--- src/rtl/core_mem_arb_pkg.sv ---
// Shared definitions for the core memory arbiter: FSM state encoding, request
// source IDs, the fixed fetch operation codes and the registered bus request layout.
package core_defines;

   localparam logic [1:0] ST_IDLE = 2'd0;
   localparam logic [1:0] ST_REQ  = 2'd1;
   localparam logic [1:0] ST_WAIT = 2'd2;
   localparam logic [1:0] ST_RESP = 2'd3;

   typedef enum logic [1:0] {
      S_IDLE = ST_IDLE,
      S_REQ  = ST_REQ,
      S_WAIT = ST_WAIT,
      S_RESP = ST_RESP
   } arb_state_t;

   localparam logic SRC_I = 1'b0;
   localparam logic SRC_D = 1'b1;

   localparam logic [2:0] COP_READ  = 3'd0;
   localparam logic [2:0] SIZE_WORD = 3'd2;

   localparam logic [31:0] TIMEOUT_RDATA = 32'hDEAD_BEEF;

   typedef struct packed {
      logic        src;
      logic [31:0] addr;
      logic [2:0]  cop;
      logic [31:0] wdata;
      logic [2:0]  size;
   } bus_req_t;

endpackage

--- src/rtl/core_rr_arb2.sv ---
// Two-way round-robin picker. Bit 0 is the L1I port, bit 1 the L1D port;
// ptr names the port that wins when both request.
module core_rr_arb2 (
   input  logic [1:0] req,
   input  logic       ptr,
   output logic [1:0] grant
);

   always_comb begin
      grant = 2'b00;
      case (req)
         2'b01:   grant = 2'b01;
         2'b10:   grant = 2'b10;
         2'b11:   grant = ptr ? 2'b10 : 2'b01;
         default: grant = 2'b00;
      endcase
   end

endmodule

--- src/rtl/core_mem_arb.sv ---
// L1I/L1D to shared memory bus arbiter, one transaction in flight.
// Optional watchdog enabled by defining CORE_MEM_ARB_TIMEOUT_EN.
module core_mem_arb
   import core_defines::*;
#(
   parameter int RST_PRIO    = 0,
   parameter int TIMEOUT_CYC = 256
) (
   input  logic        clk,
   input  logic        rst_n,
   input  logic        i_req_val,
   input  logic [31:0] i_req_addr,
   output logic        i_ack,
   output logic [31:0] i_ack_rdata,
   input  logic        d_req_val,
   input  logic [31:0] d_req_addr,
   input  logic [2:0]  d_req_cop,
   input  logic [31:0] d_req_wdata,
   input  logic [2:0]  d_req_size,
   output logic        d_ack,
   output logic [31:0] d_ack_rdata,
   output logic        bus_req_val,
   input  logic        bus_req_rdy,
   output logic        bus_req_src,
   output logic [31:0] bus_req_addr,
   output logic [2:0]  bus_req_cop,
   output logic [31:0] bus_req_wdata,
   output logic [2:0]  bus_req_size,
   input  logic        bus_ack,
   input  logic [31:0] bus_ack_rdata,
   output logic        arb_err,
   output logic [1:0]  dbg_state,
   output logic        dbg_ptr
);

   localparam logic PTR_RST = (RST_PRIO != 0);

   // Bus handshake: a request is transferred on the cycle where bus_req_val and
   // bus_req_rdy are both high; fields are held stable from val until that cycle.
   arb_state_t  state;
   logic        ptr;
   bus_req_t    req_q;
   logic [1:0]  grant;
   logic        ack_take;
   logic        to_hit;
   logic        done;
   logic [31:0] resp_data;

   core_rr_arb2 u_rr (
      .req   ({d_req_val, i_req_val}),
      .ptr   (ptr),
      .grant (grant)
   );

   // A bus ack counts in WAIT, or in REQ only together with the accepting rdy.
   assign ack_take  = bus_ack && (((state == S_REQ) && bus_req_rdy) || (state == S_WAIT));
   assign done      = ack_take || to_hit;
   assign resp_data = ack_take ? bus_ack_rdata : TIMEOUT_RDATA;

`ifdef CORE_MEM_ARB_TIMEOUT_EN
   localparam int CNT_W = $clog2(TIMEOUT_CYC + 1);
   localparam logic [CNT_W-1:0] CNT_LAST = CNT_W'(TIMEOUT_CYC - 1);

   logic [CNT_W-1:0] to_cnt;

   // A real ack in the expiring cycle wins over the watchdog.
   assign to_hit = ((state == S_REQ) || (state == S_WAIT)) && (to_cnt == CNT_LAST) && !ack_take;

   always_ff @(posedge clk or negedge rst_n) begin
      if (!rst_n) begin
         to_cnt  <= '0;
         arb_err <= 1'b0;
      end else begin
         arb_err <= to_hit;
         if (state == S_IDLE) begin
            to_cnt <= '0;
         end else if ((state == S_REQ) || (state == S_WAIT)) begin
            to_cnt <= to_cnt + 1'b1;
         end
      end
   end
`else
   logic unused_timeout;
   assign unused_timeout = (TIMEOUT_CYC == 0);
   assign to_hit         = 1'b0;
   assign arb_err        = 1'b0;
`endif

   always_ff @(posedge clk or negedge rst_n) begin
      if (!rst_n) begin
         state       <= S_IDLE;
         ptr         <= PTR_RST;
         req_q       <= '0;
         bus_req_val <= 1'b0;
         i_ack       <= 1'b0;
         d_ack       <= 1'b0;
         i_ack_rdata <= '0;
         d_ack_rdata <= '0;
      end else begin
         i_ack       <= 1'b0;
         d_ack       <= 1'b0;
         i_ack_rdata <= '0;
         d_ack_rdata <= '0;
         case (state)
            S_IDLE: begin
               if (grant != 2'b00) begin
                  state       <= S_REQ;
                  bus_req_val <= 1'b1;
                  if (grant[SRC_D]) begin
                     req_q <= '{src: SRC_D, addr: d_req_addr, cop: d_req_cop,
                                wdata: d_req_wdata, size: d_req_size};
                  end else begin
                     req_q <= '{src: SRC_I, addr: i_req_addr, cop: COP_READ,
                                wdata: 32'h0, size: SIZE_WORD};
                  end
               end
            end
            S_REQ, S_WAIT: begin
               if ((state == S_REQ) && bus_req_rdy) begin
                  bus_req_val <= 1'b0;
                  state       <= S_WAIT;
               end
               if (done) begin
                  state       <= S_RESP;
                  bus_req_val <= 1'b0;
                  if (req_q.src == SRC_D) begin
                     d_ack       <= 1'b1;
                     d_ack_rdata <= resp_data;
                  end else begin
                     i_ack       <= 1'b1;
                     i_ack_rdata <= resp_data;
                  end
               end
            end
            S_RESP: begin
               // The port just served yields to the other one next time.
               ptr   <= ~req_q.src;
               state <= S_IDLE;
            end
            default: state <= S_IDLE;
         endcase
      end
   end

   assign bus_req_src   = req_q.src;
   assign bus_req_addr  = req_q.addr;
   assign bus_req_cop   = req_q.cop;
   assign bus_req_wdata = req_q.wdata;
   assign bus_req_size  = req_q.size;
   assign dbg_state     = state;
   assign dbg_ptr       = ptr;

endmodule

--- config.mk ---
export PLATFORM = sky130hd
export DESIGN_NAME = core_mem_arb
export DESIGN_NICKNAME = d
export VERILOG_FILES = /design/src/rtl/core_mem_arb_pkg.sv /design/src/rtl/core_rr_arb2.sv /design/src/rtl/core_mem_arb.sv
export SDC_FILE = /design/constraint.sdc
export NUM_CORES = 1
export LEC_CHECK = 0
export BUFFER_PORTS_ARGS = -buffer_cell sky130_fd_sc_hd__buf_2
export CORE_AREA = 8 8 115 117
export CTS_CLUSTER_DIAMETER = 100
export DETAILED_ROUTE_END_ITERATION = 8
export DIE_AREA = 0 0 123 125
export PLACE_DENSITY = 0.82
export SLEW_MARGIN = 0
export SYNTH_ARGS = -nofsm -noshare
export SYNTH_HDL_FRONTEND = slang
export SYNTH_HIERARCHICAL = 1
export SYNTH_SLANG_ARGS = --single-unit
--- constraint.sdc ---
create_clock -name clk -period 2.28 [get_ports clk]
set_input_delay 0.342 -clock clk [delete_from_list [all_inputs] [get_ports clk]]
set_output_delay 0.342 -clock clk [all_outputs]
set_load 0.03 [all_outputs]
==> flow_summary.yaml, run 1 <==
outcome:
  status: "complete, no violations"
clock_network:
  worst_skew_pair.late_latency_ps: 410
  clkSinkCount: 141
  numCtsBuffers: 17
  cts-root-buf: "clkbuf_16"
  post-cts-setup-buffer-count: 0
  clk_pin_slew_ps: 60
  hold_buffers: 1
  tritoncts: "yes"
  cts.path.max_buffers: 2
  post_cts_resized: 0
  htreeDepth: 4
drt:
  drc_errors: 0
  dr.pass1.iters: 4
  drt-initial-drc-count: 280
  vias_per_cell: 4.82
  ant_nets: 0
  via_count: 4403
  wl_per_cell_um: 17.0
  wirelength_mm: 15.6
synth:
  synth_nets: 619
  avgSynthCellArea_um2: 11.4
  synth-seq-cells: 141
  synth_cells: 475
  ys_types: 29
  yosys_warnings: 6
  synth_area_mm2: 0.00543
  ys_seq_area_share_pct: 65.0
run:
  drv_cap: 0
final_layout:
  synthToLayoutAreaGrowth_pct: 39.9
  antenna_cells: 0
  drive_above_1_share_pct: 42.6
  fin_util_pct: 65.4
  nets: 898
pwr:
  seqPwrFrac_pct: 34.2
  p_leak_nw: 4.39
  power_mw: 10.8
  comb_power_share_pct: 39.5
  p_sw_mw: 4.48
  clockPowerShare_pct: 26.3
  p_int_mw: 6.27
  swShare_pct: 41.7
  ir_drop_v: 0.000845
  cellPowerDensity_mw_per_mm2: 1420
placement:
  dp_slack_ps: 498
  dp_hpwl_mm: 11.9
  port_buffers: 280
  gp_congestion: 0.821
sta:
  fin_ws_ps: 502
  tns_ps: 0
  tightestPinTransition_ps: 652
  slew_violations: 0
  rsz0062_at_grt: "false"
  min_period_over_period_pct: 78.0
  finClkSkew_ps: 9.60
  hold_viol: 0
  setup_viol: 0
  max_slew_margin_pct: 56.4
  layout_min_cycle_time_ps: 1780
  max_freq_ghz: 0.563
worst_setup_path:
  cp_data_required_time_ps: 2620
  crit_type: "register to register"
  cp_max_fo: 33
  critical_path.endpoint_type: "register"
  arrival_ps: 2120
  critPathLaunchType: "register"
global_route:
  grt_pass1_vias: 4739
  antenna_found_initial: 0
  met1_usage_pct: 20.4
  grt.busiest_layer: "met2"
  met3_usage_pct: 7.25
  grt.overflow.total: 0
  grt_usage_pct: 20.2
  grt_pass1_wl_mm: 24.1
  grt_util_met2_pct: 36.2
  grt_max_degree: 87
floorplanning:
  rows: 40
  die-area_mm2: 0.0154
  dieWidth_um: 123
  start_util_pct: 46.8
  pin_count: 282
  core-area_mm2: 0.0116
  die_h_um: 125
hold_path:
  hp-class: "primary input to register"
==> per-stage QoR <==
stage	cells	cell area, µm²	hold slack (ps)
final	914	7600	145
after global routing	914	7600	136
after CTS	914	7600	125
after detailed placement	881	6970	224
after global placement	881	6970	224
after floorplan	475	5430	46.4
==> area by class of cell <==
type,instances,area (µm²)
fillers,906,4010
well taps,147,184
clock buffers,20,457
clock inverters,12,160
multi-input cells,299,1710
inverters,5,18.8
repair buffers,290,1540
flip-flops and latches,141,3530
==> state kept, by name (all words and copies together) (netlist names), 2 cells and up <==
signal and flops:
bus_req_addr 32, bus_req_cop 3, bus_req_size 3, bus_req_wdata 32, d_ack_rdata 32, dbg_state 2, i_ack_rdata 32
==> cells in the mapped netlist (all sizes together) <==
| cell | instances | area share (%) |
|---|---|---|
| dfrtp | 141 | 65 |
| nand2 | 111 | 7.7 |
| and2 | 64 | 7.4 |
| nand3 | 37 | 3.4 |
| o21ai | 36 | 3.4 |
| mux2i | 33 | 6.1 |
| buf | 21 | 2.8 |
| clkbuf | 9 | 0.65 |
| inv | 5 | 0.35 |
| ha | 4 | 0.92 |
| a21boi | 2 | 0.28 |
| a21oi | 2 | 0.25 |
| a22oi | 2 | 0.28 |
| nor3b | 2 | 0.58 |
| conb | 1 | 0.069 |
| mux2 | 1 | 0.21 |
| nor2b | 1 | 0.12 |
| nor3 | 1 | 0.30 |
| o21a | 1 | 0.14 |
| o22ai | 1 | 0.12 |
==> worst max-delay path, stage by stage, from the launching register on <==
cell	delay, ps
dfrtp_1	420
inv_1	100
ha_1	380
nand2_2	130
nor3b_4	170
buf_4	300
and2_1	190
==> cell usage in the layout, fill, tap and decap left out, types with 2 or more instances in the layout <==
| master | n |
|---|---|
| a22oi_1 | 2 |
| and2_1 | 64 |
| buf_12 | 4 |
| buf_2 | 279 |
| buf_4 | 5 |
| bufinv_16 | 3 |
| clkbuf_16 | 17 |
| clkbuf_8 | 2 |
| clkinv_2 | 2 |
| clkinv_4 | 4 |
| dfrtp_1 | 141 |
| ha_1 | 4 |
| inv_1 | 5 |
| inv_6 | 2 |
| mux2i_1 | 33 |
| nand2_1 | 110 |
| nand3_1 | 37 |
| o21ai_0 | 23 |
| o21ai_1 | 12 |
==> cell families after synthesis <==
logic type	count (synthesis)	synth area share [%]
fa+ha+maj	4	0.922
other cells	1	0.0691
compound gates	44	4.45
mux	34	6.29
simple gates	216	19.5
buf+inv	35	3.78
flops	141	65.0
==> worst paths after layout <==
check / from / end / slack (ps) / cells after the start
worst max-delay path: dbg_state[1] / d_ack_rdata[26] / 500 / 6
worst max register to register: dbg_state[1] / d_ack_rdata[26] / 500 / 6
worst min-delay path: bus_ack_rdata[15] / i_ack_rdata[15] / 140 / 2
max in group asynchronous: rst_n / bus_req_wdata[4] / 1170 / 3
min in group asynchronous: rst_n / d_ack_rdata[29] / 370 / 2
worst min register to register: bus_req_wdata[28] / bus_req_wdata[28] / 460 / 2
==> power groups by stage <==
stage               clock [mW]  sequential, mW  combinational, mW
global route              2.99            3.77               4.59
finish                    2.83            3.67               4.25
detailed placement           0            3.70               4.31
floorplan                    0            5.18               1.39
global placement             0            3.67               4.15
CTS                       2.88            3.67               4.31
==> layer usage <==
metal,share of wire [%],vias up
met5,0,-
met4,2.6,0
met3,9.0,29
met2,54,187
met1,35,2096
li1,-,2091
(Power assumes the default switching activity.)
==> inputs of run 2 (changes only) <==
--- a/config.mk
+++ b/config.mk
@@ -6,11 +6,11 @@
 export NUM_CORES = 1
 export LEC_CHECK = 0
 export BUFFER_PORTS_ARGS = -buffer_cell sky130_fd_sc_hd__buf_2
-export CORE_AREA = 8 8 115 117
+export CORE_AREA = 8 8 125 127
 export CTS_CLUSTER_DIAMETER = 100
 export DETAILED_ROUTE_END_ITERATION = 8
-export DIE_AREA = 0 0 123 125
-export PLACE_DENSITY = 0.82
+export DIE_AREA = 0 0 133 135
+export PLACE_DENSITY = 0.73
 export SLEW_MARGIN = 0
 export SYNTH_ARGS = -nofsm -noshare
 export SYNTH_HDL_FRONTEND = slang
==> constraint.sdc (replaced) <==
create_clock -name clk -period 1.5 [get_ports clk]
set_input_delay 0.225 -clock clk [delete_from_list [all_inputs] [get_ports clk]]
set_output_delay 0.225 -clock clk [all_outputs]
set_load 0.03 [all_outputs]
==> run 2 against run 1 <==
Net effect:
- the run now ends with negative setup slack left
- register-to-register slack lost 590 ps
- cell count is 8.4% higher
- wire length rose by 10%
- first-iteration DRC count shrank 45%
- critical path type unchanged
==> flow_summary.yaml, run 2 (synthesized netlist as in run 1, its figures left out) <==
clock_network:
  cts-root-buf: "clkbuf_16"
  numCtsBuffers: 17
  clk_pin_slew_ps: 60
  worst_skew_pair.late_latency_ps: 410
  tritoncts: "yes"
  htreeDepth: 4
  clkSinkCount: 141
  cts.path.max_buffers: 2
worst_setup_path:
  reg2reg_from: "dbg_state[0]"
  arrival_ps: 1930
  cp_max_fo: 8
  reg2reg_slack_ps: -90
  critPathLaunchType: "register"
  critical_path.endpoint_type: "register"
  cp_data_required_time_ps: 1850
  crit_start: "dbg_state[0]"
  crit_type: "register to register"
floorplanning:
  die_h_um: 135
  core-area_mm2: 0.0136
  die-area_mm2: 0.0180
  start_util_pct: 39.9
  rows: 43
  pin_count: 282
  dieWidth_um: 133
final_layout:
  finalNonFillerCells: 991
  layout.cells.most_common: "buf_2"
  nets: 942
  antenna_cells: 0
  synthToLayoutAreaGrowth_pct: 52.9
  fin_util_pct: 61.0
  drive_above_1_share_pct: 48.7
  layout_common_cells: "buf_2, dfrtp_1, nand2_1"
sta:
  slew_violations: 0
  tns_ps: -2310
  layout_min_cycle_time_ps: 1590
  max_freq_ghz: 0.631
  min_period_over_period_pct: 106
  hold_viol: 0
  fin_ws_ps: -85.0
  finClkSkew_ps: 6.59
  rsz0062_at_grt: "true"
  hold_ws_ps: 24.9
  setup_viol: 53
pwr:
  p_int_mw: 10.2
  p_sw_mw: 7.21
  comb_power_share_pct: 44.8
  clockPowerShare_pct: 23.6
  ir_drop_v: 0.000887
  p_leak_nw: 4.69
  cellPowerDensity_mw_per_mm2: 2100
  swShare_pct: 41.3
  seqPwrFrac_pct: 31.6
  power_mw: 17.5
global_route:
  antenna_found_initial: 0
  grt_pass1_vias: 4721
  grt_pass1_wl_mm: 25.6
  grt_max_degree: 48
  grt.overflow.total: 0
  grt_usage_pct: 18.4
run:
  drv_cap: 0
placement:
  dpl.cell_count: 928
  port_buffers: 280
  dp_hpwl_mm: 12.1
  gp_congestion: 0.784
drt:
  drc_errors: 0
  wl_per_cell_um: 17.3
  wirelength_mm: 17.2
  dr.pass1.iters: 4
  via_count: 4519
  ant_nets: 0
  vias_per_cell: 4.56
  drt-initial-drc-count: 155
hold_path:
  hp-start: "bus_ack_rdata[23]"
  hp-class: "primary input to register"
outcome:
  status: "finished, violations left"
  violations: "negative setup slack"
run 2: cell types whose count changed in the layout (fill, tap and decap cells not counted), sizes merged:
| cell | before | now |
|---|---|---|
| buf | 289 | 326 |
| clkbuf | 20 | 26 |
| clkinv | 6 | 4 |
| clkinvlp | 1 | 3 |
| bufinv | 3 | 2 |
| inv | 7 | 8 |
| nor3 | 1 | 2 |
run 2: through the flow:
step           instance area, µm²  setup slack [ps]
6_report                     8300             -85.0
5_1_grt                      8300              -152
4_1_cts                      8060             -82.5
3_5_place_dp                 7190              -412
3_3_place_gp                 7190              -387
2_1_floorplan                5460             -22.8
run 2: cell type report:
cell class,count,area (µm²)
Fill cell,1153,5310
Tap cell,180,225
Timing Repair Buffer,333,2090
Inverter,5,23.8
Clock buffer,20,447
Sequential cell,141,3530
Clock inverter,12,136
Multi-Input combinational cell,300,1840
run 2: path summary, 6_finish.rpt:
path,to,depth (start not counted)
setup / recovery,d_ack_rdata[5],7
hold / removal,i_ack_rdata[23],2
setup reg to reg,d_ack_rdata[5],7
hold reg to reg,bus_req_wdata[6],2
max in group asynchronous,bus_req_wdata[23],3
min in group asynchronous,i_ack_rdata[29],2
run 2: power by group through the flow:
stage	Clock [mW]	Combinational, mW	Sequential [mW]
global placement	0	6.83	5.51
CTS	4.21	7.36	5.53
global route	4.34	8.44	5.65
detailed placement	0	6.92	5.57
floorplan	0	2.20	7.89
finish	4.12	7.82	5.51
run 2: what timing repair did:
item	CTS	global route
pin swaps	8	5
cloned	4	7
endpoints found under the setup margin	69	107
buffers inserted	13	9
gates resized for setup	20	23
endpoints found under the hold margin	31	0
hold buffers	1	0
run 2: critical path, stage by stage (launching register included):
cell,delay [ps]
dfrtp_2,450
inv_4,90
ha_4,140
a21oi_4,30
buf_6,120
nor3b_4,250
buf_2,280
and2_1,160
run 2: per-layer routing:
| metal | routed length (µm) | GRT usage [%] | up-vias | part of all wire (%) |
|---|---|---|---|---|
| li1 | - | - | 2183 | - |
| met1 | 6220 | 18.3 | 2144 | 36 |
| met2 | 8810 | 32.2 | 178 | 51 |
| met3 | 1970 | 10.3 | 14 | 11 |
| met4 | 189 | 5.17 | 0 | 1.1 |
| met5 | 0 | 0 | - | 0 |
